File: src/rtl/serial_link_rx.sv
// Receiver for the three-wire serial link: oversamples transmission/clock/data,
// deserializes MSB-first words into a one-deep valid/ready holding register.
module serial_link_rx #(
  parameter int WORD_BITS  = 32,
  parameter int COUNT_BITS = 16
) (
  input  logic                  clk,
  input  logic                  rst,
  input  logic                  transmission,
  input  logic                  clock,
  input  logic                  data,
  output logic [WORD_BITS-1:0]  rx_data,
  output logic                  rx_valid,
  input  logic                  rx_ready,
  output logic                  frame_err,
  output logic                  overrun,
  output logic [COUNT_BITS-1:0] frame_count
);

  localparam int CNT_W = $clog2(WORD_BITS + 1);
  localparam logic [CNT_W-1:0] WORD_CNT = CNT_W'(WORD_BITS);

  typedef enum logic [1:0] {
    ST_ARM  = 2'd0,
    ST_IDLE = 2'd1,
    ST_RECV = 2'd2
  } state_t;

  state_t                  state_r;
  logic                    trans_s1_r, trans_s2_r, trans_s3_r;
  logic                    clock_s1_r, clock_s2_r, clock_s3_r;
  logic                    data_s1_r, data_s2_r;
  logic [WORD_BITS-1:0]    shift_r;
  logic [CNT_W-1:0]        cnt_r;
  logic                    too_long_r;
  logic [1:0]              arm_cnt_r;
  logic [WORD_BITS-1:0]    rx_data_r;
  logic                    rx_valid_r;
  logic                    frame_err_r;
  logic                    overrun_r;
  logic [COUNT_BITS-1:0]   frame_count_r;

  logic                    trans_rise_s, trans_fall_s, clk_rise_s;
  logic [WORD_BITS-1:0]    shift_nxt_s;
  logic [CNT_W-1:0]        cnt_nxt_s;
  logic                    too_long_nxt_s;
  logic                    good_s;

  // Identical synchronizer depth on all three link wires keeps them aligned.
  always_ff @(posedge clk or posedge rst) begin
    if (rst) begin
      trans_s1_r <= 1'b0;
      trans_s2_r <= 1'b0;
      trans_s3_r <= 1'b0;
      clock_s1_r <= 1'b0;
      clock_s2_r <= 1'b0;
      clock_s3_r <= 1'b0;
      data_s1_r  <= 1'b0;
      data_s2_r  <= 1'b0;
    end else begin
      trans_s1_r <= transmission;
      trans_s2_r <= trans_s1_r;
      trans_s3_r <= trans_s2_r;
      clock_s1_r <= clock;
      clock_s2_r <= clock_s1_r;
      clock_s3_r <= clock_s2_r;
      data_s1_r  <= data;
      data_s2_r  <= data_s1_r;
    end
  end

  assign trans_rise_s = trans_s2_r & ~trans_s3_r;
  assign trans_fall_s = ~trans_s2_r & trans_s3_r;
  assign clk_rise_s   = clock_s2_r & ~clock_s3_r;

  // Next shift/count state; the end-of-frame check uses it so a bit clocked
  // in the same cycle as the frame end is counted.
  always_comb begin
    shift_nxt_s    = shift_r;
    cnt_nxt_s      = cnt_r;
    too_long_nxt_s = too_long_r;
    if (clk_rise_s) begin
      if (cnt_r < WORD_CNT) begin
        shift_nxt_s = {shift_r[WORD_BITS-2:0], data_s2_r};
        cnt_nxt_s   = cnt_r + CNT_W'(1);
      end else begin
        too_long_nxt_s = 1'b1;
      end
    end else begin
      shift_nxt_s = shift_r;
    end
    good_s = (cnt_nxt_s == WORD_CNT) && !too_long_nxt_s;
  end

  // Frame FSM with holding register and status outputs.
  always_ff @(posedge clk or posedge rst) begin
    if (rst) begin
      state_r       <= ST_ARM;
      shift_r       <= '0;
      cnt_r         <= '0;
      too_long_r    <= 1'b0;
      arm_cnt_r     <= 2'd0;
      rx_data_r     <= '0;
      rx_valid_r    <= 1'b0;
      frame_err_r   <= 1'b0;
      overrun_r     <= 1'b0;
      frame_count_r <= '0;
    end else begin
      frame_err_r <= 1'b0;
      overrun_r   <= 1'b0;
      if (rx_valid_r && rx_ready) begin
        rx_valid_r <= 1'b0;
      end
      case (state_r)
        ST_ARM: begin
          // Synchronizer contents are only trusted once refilled after reset.
          if (arm_cnt_r != 2'd3) begin
            arm_cnt_r <= arm_cnt_r + 2'd1;
          end else if (!trans_s2_r) begin
            state_r <= ST_IDLE;
          end
        end
        ST_IDLE: begin
          if (trans_rise_s) begin
            state_r    <= ST_RECV;
            shift_r    <= '0;
            cnt_r      <= '0;
            too_long_r <= 1'b0;
          end
        end
        ST_RECV: begin
          shift_r    <= shift_nxt_s;
          cnt_r      <= cnt_nxt_s;
          too_long_r <= too_long_nxt_s;
          if (trans_fall_s) begin
            state_r <= ST_IDLE;
            if (!good_s) begin
              frame_err_r <= 1'b1;
            end else if (!rx_valid_r || rx_ready) begin
              rx_data_r     <= shift_nxt_s;
              rx_valid_r    <= 1'b1;
              frame_count_r <= frame_count_r + COUNT_BITS'(1);
            end else begin
              overrun_r <= 1'b1;
            end
          end
        end
        default: begin
          state_r <= ST_ARM;
        end
      endcase
    end
  end

  assign rx_data     = rx_data_r;
  assign rx_valid    = rx_valid_r;
  assign frame_err   = frame_err_r;
  assign overrun     = overrun_r;
  assign frame_count = frame_count_r;

endmodule

File: config.mk
export PLATFORM = sky130hd
export DESIGN_NAME = serial_link_rx
export DESIGN_NICKNAME = d
export VERILOG_FILES = /design/src/rtl/serial_link_rx.sv
export SDC_FILE = /design/constraint.sdc
export NUM_CORES = 1
export LEC_CHECK = 0
export CAP_MARGIN = 40
export CORE_ASPECT_RATIO = 0.8
export CORE_MARGIN = 4
export CORE_UTILIZATION = 41
export DETAILED_ROUTE_END_ITERATION = 7
export GPL_ROUTABILITY_DRIVEN = 0
export GPL_TIMING_DRIVEN = 0
export PLACE_DENSITY_LB_ADDON = 0.3
export SYNTH_ARGS = -nofsm -noshare
export SYNTH_HDL_FRONTEND = slang
export SYNTH_SLANG_ARGS = --single-unit
File: constraint.sdc
create_clock -name clk -period 4 [get_ports clk]
set_clock_uncertainty 0.15 [all_clocks]
set_input_delay 0.6 -clock clk [delete_from_list [all_inputs] [get_ports clk]]
set_output_delay 0.6 -clock clk [all_outputs]
set_load 0.05 [all_outputs]
==> metrics, run 1 <==
Die Ht 101 um; gr ovfl total 0; synth unique cells 40; core area 10400 sq um; initial DRC count 227; CTS Hold Bufs 0; FF-to-FF path depth 7; R2R Setup Slk 1.41 ns; I/O Buffers 56; most frequent cells in the layout nand2_1, dfrtp_1, o21ai_0, clkdlybuf4s50_1, mux2i_1; static leakage 2.34 nW; crit path time final 2.59 ns; post_cts resized 0; class of the most critical setup path reg -> reg; drt wl/cell 13.4 um; initial antenna violation count 0; Post CTS Setup Buffer Count 0; area grow syn2layout 23.3%; CTS Buf Count 9; worst-path maximum fanout 10; Hold WS 0.199 ns; Nets 510; Min-Delay Startpoint trans_s1_r$_DFF_PP0_; relative slew slack 52.8%; Total Wirelength 8650 um; Final Cycle Share 64.8%; register clock-pin slew on the reported worst setup and hold paths 0.07 ns; FF+latch count, synth 102; share of cells above drive strength 1 5.94%; Antenna Nets Post-Route 0; IO Pins 57; total power 1.96 mW; Initial Utilization 42.7%; Clk Latency, worst-skew pair 0.34 ns; crit path DAT 2.69 ns; Post-Layout Cell Count 645; number of global-route vias before repair 3133; drt drc 0; Rows 33; Yosys warning count 0; setup ws final 1.41 ns; ys async rst share 100%; Post-Syn Nets 442; Post-synth EDFFs 0; peak supply drop 0.000252 V; max_cap viols 0; FF-to-FF End shift_r[11]$_DFFE_PP0P_; worst flop-to-flop path startpoint state_r[0]$_DFFE_PP0P_; CTS tree built; syn avg cell area 10.3 sq um; CTS max path bufs 2; average vias per placed instance 5.04; endpoints failing hold 0; Cells after DPL 630; 1st-pass router iterations 4; pre-CTS WS 1.19 ns; CTS Sinks 102; register area share after synthesis 57.5%; power per cell area 358 nW/um^2; Primary FF master, synth dfrtp_1; Worst Setup End Kind flip-flop; pin slew with the least headroom to its limit 0.708 ns; RSZ-0062 raised after global routing no; Final Max Tran Viols 0; Crit path required time 4.10 ns; commonest non-fill, non-tap cell in the layout nand2_1; die area 12600 sq um; final setup vio count 0; Gate Count Post-Synth 433; Hold/Removal Path Class reg -> reg; CP startpoint kind flip-flop; max frequency 0.386 GHz; DP HPWL 6010 um; H-tree level count 3; worst hold path stage count 0; Hold EP trans_s2_r$_DFF_PP0_; layout filler cell count 954; root buffer cell clkbuf_16; Chip Width 124 um; first-pass GRT wire length 14900 um; largest net degree at the start of global routing 69; ant diodes 0; Vias 3254; gr usage total 14.5%; Mapped Area 4440 sq um; fin util 52.6%; status finished, final reports clean
-- metal layers --
layer  wire, um  global-route usage (%)  share of wire [%]  vias to the layer above
met5          0                       0                  0                        -
met4         58                    4.63               0.67                        0
met3        353                    4.87                4.1                        5
met2       3700                    21.3                 43                       64
met1       4540                    20.3                 52                     1584
li1           -                       -                  -                     1601
-- layout make-up --
cell class                 count  area [sq um]  area share [%]
timing repair buffer          57           588            10.7
sequential                   102          2550            46.6
tap                          140           175            3.20
clock inverter                 1          5.00          0.0914
buffer                        25           109            1.99
multi-input combinational    301          1760            32.1
clock buffer                  14           264            4.82
inverter                       5          21.3           0.389
-- worst max-delay path, stage by stage, from the launching register on --
cell and delay, ns:
dfrtp_1 0.42, nand2b_1 0.15, clkbuf_1 0.19, nor3_1 0.55, clkbuf_1 0.40, clkbuf_1 0.43
nand2_1 0.10, o21ai_0 0.11
-- power by group --
part / total [mW] / internal, mW / leakage (nW) / switching, mW
clock: 0.807 / 0.452 / 0.133 / 0.355
combinational: 0.0934 / 0.0320 / 0.828 / 0.0614
sequential: 1.06 / 1.04 / 1.38 / 0.0126
-- synth_stat cells (all sizes together) (2+ instances only) --
master | number | area [sq um]
a21oi | 4 | 20.0
and2 | 2 | 12.5
and3 | 2 | 12.5
buf | 10 | 52.6
clkbuf | 15 | 56.3
dfrtp | 102 | 2550
ha | 3 | 37.5
inv | 5 | 18.8
mux2 | 2 | 22.5
mux2i | 33 | 330
nand2 | 105 | 394
nand2b | 5 | 31.3
nand3 | 7 | 35.0
nand4 | 2 | 12.5
nor2 | 11 | 41.3
nor2b | 4 | 25.0
nor3 | 8 | 40.0
nor3b | 2 | 15.0
nor4 | 6 | 67.6
o211ai | 2 | 15.0
o21ai | 73 | 365
xnor2 | 4 | 35.0
xor2 | 13 | 114
-- state kept, by name, indices dropped and copies added, names as in the netlist --
name and count:
frame_err 1, trans_s2_r 1, trans_s1_r 1, clock_s3_r 1
clock_s1_r 1, trans_s3_r 1, frame_count 16, arm_cnt_r 2
rx_data 32, data_s1_r 1, clock_s2_r 1, rx_valid 1
state_r 2, shift_r 32, too_long_r 1, overrun 1
data_s2_r 1, cnt_r 6
-- worst max path at each step --
stage	start	to	cells after the start
after global routing	state_r[0]$_DFFE_PP0P_	shift_r[13]$_DFFE_PP0P_	7
after floorplan	rst	arm_cnt_r[0]$_DFFE_PP0P_	1
after detailed placement	rx_ready	rx_data[7]$_DFFE_PP0P_	8
after global placement	rst	frame_count[14]$_DFFE_PP0P_	2
after CTS	state_r[0]$_DFFE_PP0P_	shift_r[11]$_DFFE_PP0P_	7
final	state_r[0]$_DFFE_PP0P_	shift_r[11]$_DFFE_PP0P_	7
-- logic make-up after synthesis --
family	share of synthesized area (%)
compound gates	9.86
xor+xnor	3.35
fa+ha+maj	0.846
buf+inv	2.87
flops	57.5
mux	7.95
simple gates	17.6
-- metrics by stage --
step           instance area [sq um]  setup TNS, ns
6_report                        5470              0
5_1_grt                         5470              0
4_1_cts                         5470              0
3_5_place_dp                    5200              0
3_3_place_gp                    5170         -89.10
2_1_floorplan                   4440              0
Power figures use the tool's default switching activity.
==> run 2, diff against run 1 <==
- clock period: 4 -> 2.7 ns (I/O delays scaled with it)
==> metrics, run 2 (same netlist as run 1, synthesis figures left out) <==
status finished, final reports clean (unchanged); share of cells above drive strength 1 6.55% (was 5.94%); drt drc 0 (unchanged); area grow syn2layout 23.2% (was 23.3%); Fin Setup TNS 0 ns (unchanged); Antenna Nets Post-Route 0 (unchanged); worst-path maximum fanout 10 (unchanged); Min-Delay Startpoint data_s1_r$_DFF_PP0_ (was trans_s1_r$_DFF_PP0_); 1st-pass router iterations 4 (unchanged); RSZ-0062 raised after global routing no (unchanged); initial DRC count 168 (was 227); CTS Buf Count 9 (unchanged); crit path DAT 2.46 ns (was 2.69 ns); worst flop-to-flop path startpoint cnt_r[0]$_DFFE_PP0P_ (was state_r[0]$_DFFE_PP0P_); CP startpoint kind flip-flop (unchanged); Initial Utilization 42.7% (unchanged); class of the most critical setup path reg -> reg (unchanged); IO Pins 57 (unchanged); Crit path required time 2.76 ns (was 4.10 ns); final instance area 5470 sq um (about the same); I/O Buffers 56 (unchanged); Comb pwr share 5.1% (was 4.8%); fin util 52.6% (about the same); endpoints failing hold 0 (unchanged); CTS Hold Bufs 0 (unchanged); power per cell area 517 nW/um^2 (was 358 nW/um^2); Final Cycle Share 89.0% (was 64.8%); largest net degree at the start of global routing 36 (was 69); CTS tree built (unchanged); max_cap viols 0 (unchanged); die area 12600 sq um (unchanged); Die Ht 101 um (unchanged); root buffer cell clkbuf_16 (unchanged); gr usage total 14.5% (about the same); Placed Area 5220 sq um (was 5200 sq um); pre-CTS WS 0.126 ns (was 1.19 ns); max frequency 0.416 GHz (was 0.386 GHz); peak supply drop 0.000418 V (was 0.000252 V); number of global-route vias before repair 3207 (was 3133); ant diodes 0 (unchanged); Total Wirelength 8840 um (was 8650 um); Worst Setup End Kind flip-flop (unchanged); sequential power share 55.4% (was 54.0%); Hold/Removal Path Class reg -> reg (unchanged); first-pass GRT wire length 15200 um (was 14900 um); Switch Pwr 0.626 mW (was 0.429 mW); Rows 33 (unchanged); core area 10400 sq um (unchanged); CP startpoint cnt_r[0]$_DFFE_PP0P_ (was state_r[0]$_DFFE_PP0P_); Final Max Tran Viols 0 (unchanged); pin slew with the least headroom to its limit 0.751 ns (was 0.708 ns); drt wl/cell 13.7 um (was 13.4 um); layout filler cell count 944 (was 954); Clk pwr share 39.5% (was 41.2%); Nets 511 (was 510); gr ovfl total 0 (unchanged); crit path time final 2.40 ns (was 2.59 ns); final setup vio count 0 (unchanged); Hold WS 0.199 ns (about the same); DP HPWL 6260 um (was 6010 um); internal power 2.20 mW (was 1.53 mW); Chip Width 124 um (unchanged); H-tree level count 3 (unchanged); relative slew slack 49.8% (was 52.8%); most frequent cells in the layout nand2_1, dfrtp_1, o21ai_0, clkdlybuf4s50_1, mux2i_1 (unchanged); setup ws final 0.297 ns (was 1.41 ns); Vias 3257 (was 3254); Clk Latency, worst-skew pair 0.34 ns (about the same); CTS Sinks 102 (unchanged); commonest non-fill, non-tap cell in the layout nand2_1 (unchanged); initial antenna violation count 0 (unchanged); switch share 22.1% (was 21.9%); register clock-pin slew on the reported worst setup and hold paths 0.06 ns (was 0.07 ns); CTS max path bufs 2 (unchanged); static leakage 2.33 nW (was 2.34 nW); average vias per placed instance 5.06 (was 5.04)
## run 2: stage by stage
step | total power [mW] | instances
2_1_floorplan | 1.69 | 433
3_3_place_gp | 1.73 | 629
3_5_place_dp | 1.74 | 631
4_1_cts | 2.86 | 644
5_1_grt | 2.95 | 644
6_report | 2.83 | 644
## run 2: area by class of cell
class	count	area (sq um)	area share [%]
buffer	25	110	2.01
clock buffer	10	229	4.19
clock inverter	3	15.0	0.275
inverter	5	22.5	0.412
multi-input combinational	301	1760	32.3
sequential	102	2550	46.7
tap	140	175	3.20
timing repair buffer	58	601	11.0
## run 2: worst max-delay path, stage by stage, from the launching register on
cell      delay (ns)
dfrtp_1         0.40
ha_1            0.23
nand4b_1        0.18
or3_1           0.36
and3_1          0.17
o211ai_1        0.11
clkbuf_2        0.28
buf_2           0.26
o21ai_0         0.12
## run 2: power by group through the flow
stage	clock network, mW	logic [mW]	registers [mW]
floorplan	0	0.0995	1.59
global placement	0	0.135	1.59
detailed placement	0	0.146	1.60
CTS	1.15	0.147	1.57
global route	1.22	0.162	1.57
finish	1.12	0.143	1.57
## run 2: timing repair
action | in CTS | in global routing
endpoints found under the setup margin | 0 | 52
setup buffers | 0 | 0
gates resized for setup | 0 | 3
## run 2: per-layer routing
metal / global-route usage (%) / routed length [um] / part of all wire [%]
met3: 4.71 / 536 / 6.1
met1: 20.1 / 4400 / 50
met5: 0 / 0 / 0
met4: 3.29 / 76 / 0.86
met2: 22.4 / 3820 / 43
## run 2: worst paths after layout
path	endpoint	slack, ns	cells past startpoint
worst max-delay path	rx_data[7]$_DFFE_PP0P_	0.30	8
worst min-delay path	data_s2_r$_DFF_PP0_	0.20	0
worst max register to register	rx_data[7]$_DFFE_PP0P_	0.30	8
worst min register to register	data_s2_r$_DFF_PP0_	0.20	0
max in group asynchronous	rx_data[11]$_DFFE_PP0P_	1.15	4
min in group asynchronous	frame_err$_DFF_PP0_	0.39	2
==> run 3, diff against run 2 <==
--- a/constraint.sdc
+++ b/constraint.sdc
@@ -4,2 +4,2 @@
 set_output_delay 0.405 -clock clk [all_outputs]
-set_load 0.05 [all_outputs]
+set_load 0.01 [all_outputs]
==> results of run 3 <==
The final DEF is identical to that of run 2. Status: finished, final reports clean.
